## config.mk

```make
export PLATFORM = sky130hd
export DESIGN_NAME = csr_trap_unit
export DESIGN_NICKNAME = d
export VERILOG_FILES = /design/src/rtl/csr_trap_unit_pkg.sv /design/src/rtl/csr_trap_unit_csr_regfile.sv /design/src/rtl/csr_trap_unit.sv
export SDC_FILE = /design/constraint.sdc
export NUM_CORES = 1
export LEC_CHECK = 0
export ABC_AREA = 1
export BUFFER_PORTS_ARGS = -buffer_cell sky130_fd_sc_hd__buf_2
export CAP_MARGIN = 20
export CORE_MARGIN = 10
export CORE_UTILIZATION = 34
export CTS_BUF_LIST = sky130_fd_sc_hd__clkbuf_16
export DETAILED_ROUTE_END_ITERATION = 8
export GPL_TIMING_DRIVEN = 0
export RECOVER_POWER = 25
export SETUP_SLACK_MARGIN = 0.05
export SYNTH_ARGS = -nofsm -noshare
export SYNTH_HDL_FRONTEND = slang
export SYNTH_SLANG_ARGS = --single-unit
```

## constraint.sdc

```tcl
create_clock -name clk -period 1.65 [get_ports clk]
set_input_delay 0 -clock clk [delete_from_list [all_inputs] [get_ports clk]]
set_output_delay 0 -clock clk [all_outputs]
set_load 0.01 [all_outputs]
```

## src/rtl/csr_trap_unit_pkg.sv

```systemverilog
// Shared constants for the machine-mode CSR file and trap sequencer.
package csr_trap_unit_pkg;

  // CSR addresses
  localparam logic [11:0] CSR_MSTATUS = 12'h300;
  localparam logic [11:0] CSR_MTVEC   = 12'h305;
  localparam logic [11:0] CSR_MEPC    = 12'h341;
  localparam logic [11:0] CSR_MCAUSE  = 12'h342;

  // Trap codes from the decoder
  localparam logic [1:0] TRAP_NONE    = 2'b00;
  localparam logic [1:0] TRAP_ECALL   = 2'b01;
  localparam logic [1:0] TRAP_ILLEGAL = 2'b10;
  localparam logic [1:0] TRAP_MRET    = 2'b11;

  // mcause exception codes (interrupt bit is never set by this unit)
  localparam logic [3:0] MCAUSE_ILLEGAL = 4'd2;
  localparam logic [3:0] MCAUSE_ECALL_M = 4'd11;

  typedef enum logic [1:0] {
    StIdle,
    StSave,
    StRestore,
    StRedirect
  } trap_state_e;

  // mstatus as seen by software: MPP hardwired to M-mode, only MIE/MPIE live.
  function automatic logic [31:0] mstatus_pack(logic mpie, logic mie);
    logic [31:0] val;
    val       = 32'h0000_1800;
    val[7]    = mpie;
    val[3]    = mie;
    return val;
  endfunction

endpackage

```

## src/rtl/csr_trap_unit_csr_regfile.sv

```systemverilog
// Storage for mstatus/mtvec/mepc/mcause with field masking and combinational read.
module csr_trap_unit_csr_regfile
  import csr_trap_unit_pkg::*;
#(
  parameter int unsigned     XLEN          = 32,
  parameter logic [XLEN-1:0] MTVEC_RESET   = 32'h0000_0000,
  parameter logic [XLEN-1:0] MSTATUS_RESET = 32'h0000_1800
) (
  input  logic            clk,
  input  logic            rst,
  input  logic            write_en_i,
  input  logic [11:0]     write_addr_i,
  input  logic [XLEN-1:0] write_data_i,
  input  logic [11:0]     read_addr_i,
  output logic [XLEN-1:0] read_data_o,
  input  logic            save_en_i,
  input  logic [XLEN-1:0] save_pc_i,
  input  logic [3:0]      save_cause_i,
  input  logic            restore_en_i,
  output logic [XLEN-1:0] mtvec_o,
  output logic [XLEN-1:0] mepc_o
);

  logic            mie_q, mie_d;
  logic            mpie_q, mpie_d;
  logic [XLEN-1:0] mtvec_q, mtvec_d;
  logic [XLEN-1:0] mepc_q, mepc_d;
  logic [XLEN-1:0] mcause_q, mcause_d;

  // Next-state: trap save/restore take priority over software writes.
  always_comb begin
    mie_d    = mie_q;
    mpie_d   = mpie_q;
    mtvec_d  = mtvec_q;
    mepc_d   = mepc_q;
    mcause_d = mcause_q;
    if (save_en_i) begin
      mepc_d   = {save_pc_i[XLEN-1:2], 2'b00};
      mcause_d = {{(XLEN-4){1'b0}}, save_cause_i};
      mpie_d   = mie_q;
      mie_d    = 1'b0;
    end else if (restore_en_i) begin
      mie_d  = mpie_q;
      mpie_d = 1'b1;
    end else if (write_en_i) begin
      case (write_addr_i)
        CSR_MSTATUS: begin
          mie_d  = write_data_i[3];
          mpie_d = write_data_i[7];
        end
        CSR_MTVEC:  mtvec_d  = {write_data_i[XLEN-1:2], 2'b00};
        CSR_MEPC:   mepc_d   = {write_data_i[XLEN-1:2], 2'b00};
        CSR_MCAUSE: mcause_d = write_data_i;
        default: ;
      endcase
    end
  end

  // State registers with synchronous reset.
  always_ff @(posedge clk) begin
    if (rst) begin
      mie_q    <= MSTATUS_RESET[3];
      mpie_q   <= MSTATUS_RESET[7];
      mtvec_q  <= MTVEC_RESET;
      mepc_q   <= '0;
      mcause_q <= '0;
    end else begin
      mie_q    <= mie_d;
      mpie_q   <= mpie_d;
      mtvec_q  <= mtvec_d;
      mepc_q   <= mepc_d;
      mcause_q <= mcause_d;
    end
  end

  // Combinational read of current (pre-write) values; unmapped reads 0.
  always_comb begin
    read_data_o = '0;
    case (read_addr_i)
      CSR_MSTATUS: read_data_o = XLEN'(mstatus_pack(mpie_q, mie_q));
      CSR_MTVEC:   read_data_o = mtvec_q;
      CSR_MEPC:    read_data_o = mepc_q;
      CSR_MCAUSE:  read_data_o = mcause_q;
      default:     read_data_o = '0;
    endcase
  end

  assign mtvec_o = mtvec_q;
  assign mepc_o  = mepc_q;

endmodule

```

## src/rtl/csr_trap_unit.sv

```systemverilog
// Machine-mode CSR file plus trap entry / mret sequencer for the RV32 core.
module csr_trap_unit
  import csr_trap_unit_pkg::*;
#(
  parameter int unsigned     XLEN          = 32,
  parameter logic [XLEN-1:0] MTVEC_RESET   = 32'h0000_0000,
  parameter logic [XLEN-1:0] MSTATUS_RESET = 32'h0000_1800
) (
  input  logic            clk,
  input  logic            rst,
  input  logic [1:0]      trap,
  input  logic [XLEN-1:0] inst_pc,
  input  logic [11:0]     csr_read_addr,
  input  logic [11:0]     csr_write_addr,
  input  logic            csr_write,
  input  logic            csr_write_src,
  input  logic [XLEN-1:0] rs1_data,
  input  logic [XLEN-1:0] alu_result,
  output logic [XLEN-1:0] csr_read_data,
  output logic            stall,
  output logic            redirect_valid,
  output logic [XLEN-1:0] redirect_pc
);

  trap_state_e     state_q;
  logic [XLEN-1:0] pc_q;
  logic [3:0]      cause_q;
  logic [XLEN-1:0] mtvec;
  logic [XLEN-1:0] mepc;
  logic            csr_we;
  logic [XLEN-1:0] csr_wdata;

  // A pending trap in the same cycle wins over a CSR write.
  assign csr_we    = (state_q == StIdle) && (trap == TRAP_NONE) && csr_write;
  assign csr_wdata = csr_write_src ? alu_result : rs1_data;

  // Stall drops in REDIRECT so the PC loads redirect_pc on that edge.
  assign stall = ((state_q == StIdle) && (trap != TRAP_NONE)) ||
                 (state_q == StSave) || (state_q == StRestore);

  csr_trap_unit_csr_regfile #(
    .XLEN          (XLEN),
    .MTVEC_RESET   (MTVEC_RESET),
    .MSTATUS_RESET (MSTATUS_RESET)
  ) u_regfile (
    .clk          (clk),
    .rst          (rst),
    .write_en_i   (csr_we),
    .write_addr_i (csr_write_addr),
    .write_data_i (csr_wdata),
    .read_addr_i  (csr_read_addr),
    .read_data_o  (csr_read_data),
    .save_en_i    (state_q == StSave),
    .save_pc_i    (pc_q),
    .save_cause_i (cause_q),
    .restore_en_i (state_q == StRestore),
    .mtvec_o      (mtvec),
    .mepc_o       (mepc)
  );

  // Trap sequencer FSM with registered redirect outputs.
  always_ff @(posedge clk) begin
    if (rst) begin
      state_q        <= StIdle;
      pc_q           <= '0;
      cause_q        <= '0;
      redirect_valid <= 1'b0;
      redirect_pc    <= '0;
    end else begin
      redirect_valid <= 1'b0;
      case (state_q)
        StIdle: begin
          if (trap == TRAP_ECALL || trap == TRAP_ILLEGAL) begin
            pc_q    <= inst_pc;
            cause_q <= (trap == TRAP_ECALL) ? MCAUSE_ECALL_M : MCAUSE_ILLEGAL;
            state_q <= StSave;
          end else if (trap == TRAP_MRET) begin
            state_q <= StRestore;
          end
        end
        StSave: begin
          redirect_pc    <= mtvec;
          redirect_valid <= 1'b1;
          state_q        <= StRedirect;
        end
        StRestore: begin
          redirect_pc    <= mepc;
          redirect_valid <= 1'b1;
          state_q        <= StRedirect;
        end
        StRedirect: state_q <= StIdle;
        default:    state_q <= StIdle;
      endcase
    end
  end

endmodule
```

[After elaboration in Yosys (flattened, before gate mapping)]
Index checks and enable logic that the tools add are counted.
Storage, ports and cells
  flip-flop bits (word level): 165
  logic and storage cells: 78
  output and inout bits: 66
Operators by class
  equality and inequality tests: 16
  muxes and demuxes: 23
  reduce and logical (&&, ||, !) cells: 26
  bitwise operators: 2
Operators by type and width (number)
  $mux 32: 5
  $pmux 32 s4: 1
  $eq 12x10->1 const B: 8
  $pmux 32 s2: 1
  $mux 4: 5
  $reduce_bool 2->1: 7
  $reduce_and 3->1: 3
  $eq 2x2->1 const B: 4
  $mux 1: 8
  $pmux 2 s3: 1
  $reduce_and 2->1: 3
  $reduce_bool 3->1: 2
  $eq 2x1->1 const B: 2
  $logic_not 2->1: 2
  $mux 2: 2
  $reduce_and 4->1: 1
  $reduce_or 2->1: 2
  $logic_and 1x1->1: 3
  $logic_or 1x1->1: 3
  $ne 3x1->1 const B: 1
  $ne 2x1->1 const B: 1
  $not 1->1: 2

[Longest topological paths before layout]
  word-level depth: 6
  gate-level depth with buffers: 11
  depth with buffers taken out: 9

[By module]
Synthesis repeated with hierarchy kept, for this count alone.
Second synthesis, totals
  cell total of the unflattened synthesis: 1415
  area, all modules: 8535.7 µm²
Modules (own cells, without submodules)
  csr_trap_unit_csr_regfile: instances 1, seq. area each 1881.8 µm², area each 4835.9 µm², cells an instance 790
  csr_trap_unit: instances 1, seq. area each 1381.3 µm², area each 3699.8 µm², cells an instance 625

[Least setup slack after synthesis]
No wires, ideal clock.
  kind: reg2reg
  from: register state_q[0]
  to: register u_regfile.mcause_q[10]
  path buffers: 3
  clock period less this slack: 1.642 ns
  path slack: 0.008 ns
  stages on the path, launching flop included: 12
  arrival time: 1.523 ns
  cells stage by stage: dfxtp_1 inv_1 ha_1 buf_2 inv_4 nand3_1 nor2_1 nand2_1 inv_1 buf_2 buf_2 a21oi_1
On the way
  longest elaborated chain between the ends: 4
  elaborated cells on any way between the ends: 8
  those cells by class: eq/ne: 2; bitwise: 1; reduce/logical: 5
Ends and longest elaborated chain
  start: declaration: line csr_trap_unit.sv:25  | trap_state_e state_q;
  start signal: assignment: line csr_trap_unit.sv:64  | state_q <= StIdle;
  start signal: assignment: line csr_trap_unit.sv:76  | state_q <= StSave;
  start signal: assignment: line csr_trap_unit.sv:78  | state_q <= StRestore;
  $logic_not 2->1: line csr_trap_unit.sv:34  | assign csr_we = (state_q == StIdle) && (trap == TRAP_NONE) && csr_write;
  $logic_and 1x1->1 (2 in series): line csr_trap_unit.sv:34
  $reduce_and 3->1 (no line)
  end signal: assignment: line csr_trap_unit_csr_regfile.sv:72  | mcause_q <= mcause_d;
  end: declaration: line csr_trap_unit_csr_regfile.sv:28  | logic [XLEN-1:0] mcause_q, mcause_d;
Several ways; a longest one is shown, not always the timed one.
A chain may end at the register's enable or synchronous reset.

[Worst setup path after layout]
  from: register state_q[0]
  to: register u_regfile.mcause_q[15]
The elaborated chain is that of the path after synthesis.

==> results.md <==
- Hold Crit Start: alu_result[23]
- Hold Path Depth: 5
- Gpl congestion: 0.8847
- Critical Path Source: state_q[0]
- Most common cell after layout, fill and taps aside: nand2_1
- Initial detailed-routing violation count: 694
- PortBufs: 185
- Met3 WL: 2800 microns
- Least-Margin Pin Slew: 832.3 ps
- Pleak: about 5.3 nW
- Highest metal used: met5
- CTS tree: built
- Failing checks: setup timing
- Startpoint Class: flop
- Die height: 170.3 microns
- Distinct cells, synth: 32
- Post-synthesis adder-cell area fraction: 0.01141
- Slew Limit Fails: 0
- Post-synthesis mux area share: 0
- Core Box Area: 0.02203 sq mm
- Final #Nets: 1633
- Number of cells on the worst reg-to-reg path: 10
- Synth Area in Simple Gates: 0.3394
- Area grow syn2layout: 50.76%
- Setup skew after layout: 7.290 ps
- Cell count after placement: 1639
- Synth Instances: 1173
- CTS buffer count: 17
- Yosys warning count: 0
- Fin worst setup slack: -102.8 ps
- Number of global-route vias before repair: 8746
- Root buffer cell: clkbuf_16
- Final setup vio count: slightly above 80
- Share of cells above drive strength 1: 0.2692
- Register area share after synthesis: 0.4147
- Leading area contributor after synthesis: dfxtp_1
- Combinational family with the most area after synthesis: simple AND/OR/NAND/NOR gates
- Post-route DRC: 0
- Fillers: 2182
- Met2 WL: 15510 microns
- Hold Path Class: input pin to flop
- DRT Pass-1 Iters: 6
- Top post-synthesis cells by area: dfxtp_1 (41%), nand2_1 (15%), nor2_1 (12%)
- # IOs: 192
- Pwr Density: 1236 mW/mm^2
- Mean Syn Cell Area: 6.544 sq um
- Routed Antenna Nets: 0
- RR Startpoint: state_q[0]
- Initial antenna violation count: 2
- DR vias: 9076
- Row count: 54
- Via density: 5.062
- CP required: 1980 ps
- Worst hold slack: 10.22 ps
- Total wire length: 33640 microns
- Outcome: complete, but fails checks
- Synth Area in XOR/XNOR: 0
- GR Util All Layers: 0.2216
- Gr ovfl total: 0
- FF+latch count, synth: 159
- Max-slew headroom: 0.4393
- Max Buffers Root-to-Sink: 2
- Post-Syn Area: about 0.0077 sq mm
- Metal1 wirelength: 14400 microns
- Layout Cells excl Fill: 1793
- FMAX: 570.5 MHz
- Starting density of the core: 0.3485
- RSZ-0062 raised after global routing: true
- DIE AREA: 0.02899 sq mm
- Crit path arrival time: 2080 ps
- Compound-Gate Fraction of Synth Area: 0.1591
- WL/cell: 18.76 microns
- DPL Wire Length: 23040 microns
- Clock sink count: 159
- H-tree levels: 4
- Final Hold Viols: 0
- Die width: 170.3 microns
- Clock Pin Slew Worst Setup and Hold Paths: 60 ps
- Commonest cells after routing, fill and taps aside: nand2_1 (289), nor2_1 (212), buf_2 (169)
- Clk_lat worst skew: 430 ps
- Max-Cap Viols: 0
- Crit end category: flop
- Tmin final: 1753 ps
- Largest net degree at the start of global routing: 17
- Critical path fanouts, max: 8
- Setup Crit Path Kind: flop to flop
- Share of the synthesized area in the top cell type: 0.4147
- First-pass GRT wire length: just under 50000 microns
- Max IR drop VDD: 896.8 uV
- Crit share post-route: 1.062
power breakdown:
| group | switching (W) | leakage (nW) | internal, W |
|---|---|---|---|
| clock network | 0.00157 | 0.254 | 0.00185 |
| registers | 0.000538 | 1.30 | 0.00460 |
| logic | 0.00353 | 3.75 | 0.00221 |
Yosys cell counts:
master    instances
a21oi_1         125
a31oi_1           1
and2_1            1
buf_1             3
buf_2            25
buf_4             6
buf_6             4
clkbuf_1         39
clkinv_1          1
clkinv_2          1
conb_1            1
dfxtp_1         159
ha_1              7
inv_1            50
inv_4             1
nand2_1         312
nand2_2           2
nand3_1          39
nand3_2          14
nand4_1           7
nand4_2           1
nor2_1          246
nor2_2            2
nor2_4            1
nor3_1            4
nor3_4            1
nor3b_2           1
nor3b_4           1
o211ai_1          1
o21ai_0         115
o22ai_1           1
or2_4             1
cells by family (layout without fill, tap and decap cells):
group	count (synthesis)	after routing
other cells	1	3
buf+inv	130	468
fa+ha+maj	7	7
flops	159	159
simple gates	633	633
compound gates	243	243
timing repair:
item | 4_1_cts | 5_1_grt
cloned | 5 | 5
endpoints found under the setup margin | 174 | 169
setup buffers | 20 | 8
pin swaps | 9 | 39
gates resized for setup | 143 | 153
hold buffers | 87 | 0
endpoints found under the hold margin | 70 | 0
per-stage QoR:
stage | area [sq um] | utilization | setup slack (ps) | TNS (ps) | total power (W)
4_1_cts | 11030 | 0.5007 | -135.3 | -7789 | 0.01383
2_1_floorplan | 7685 | - | 58.62 | 0 | 0.007928
3_3_place_gp | 8961 | 0.4068 | -608.7 | -41500 | 0.009643
3_5_place_dp | 8961 | 0.4068 | -637.7 | -43720 | 0.009703
6_report | 11570 | 0.5254 | -102.8 | -4248 | 0.01430
5_1_grt | 11570 | 0.5254 | -187.0 | -12730 | 0.01509
layer usage:
metal,vias up,track usage
li1,4416,-
met1,4221,0.2811
met2,379,0.3563
met3,58,0.05206
met4,2,0.08696
met5,-,0
sequential cells by signal, indices dropped and copies added (netlist names):
signal	flops
u_regfile.mcause_q	32
pc_q	30
redirect_pc	30
u_regfile.mepc_o	30
u_regfile.mtvec_o	30
cause_q	2
state_q	2
redirect_valid	1
u_regfile.mie_q	1
u_regfile.mpie_q	1
critical path, stage by stage (launching register included):
cell and delay, ps:
dfxtp_2 340, clkinv_4 70, buf_6 100, ha_4 140
nand3_4 110, nor2_4 140, buf_6 100, nand3_4 210
clkbuf_16 270, o21ai_2 110, nor2_1 50
path summary, 6_finish.rpt:
| check | slack, ps | end |
|---|---|---|
| worst max-delay path | -100 | u_regfile.mcause_q[15] |
| worst min-delay path | 10 | u_regfile.mcause_q[23] |
| worst max register to register | -100 | u_regfile.mcause_q[15] |
| worst min register to register | 490 | cause_q[1] |
final cells by class:
class / count / area (sq um) / share of cell area
clock inverters: 14 / 66.31 / 0.005730
repair buffers: 310 / 2298 / 0.1986
plain buffers: 74 / 599.3 / 0.05179
multi-input cells: 885 / 4423 / 0.3822
inverters: 53 / 221.5 / 0.01914
clock buffers: 17 / 425.4 / 0.03676
diodes: 1 / 2.502 / 0.0002162
well taps: 280 / 350.3 / 0.03027
flip-flops and latches: 159 / 3186 / 0.2753
(Power assumes the default switching activity.)
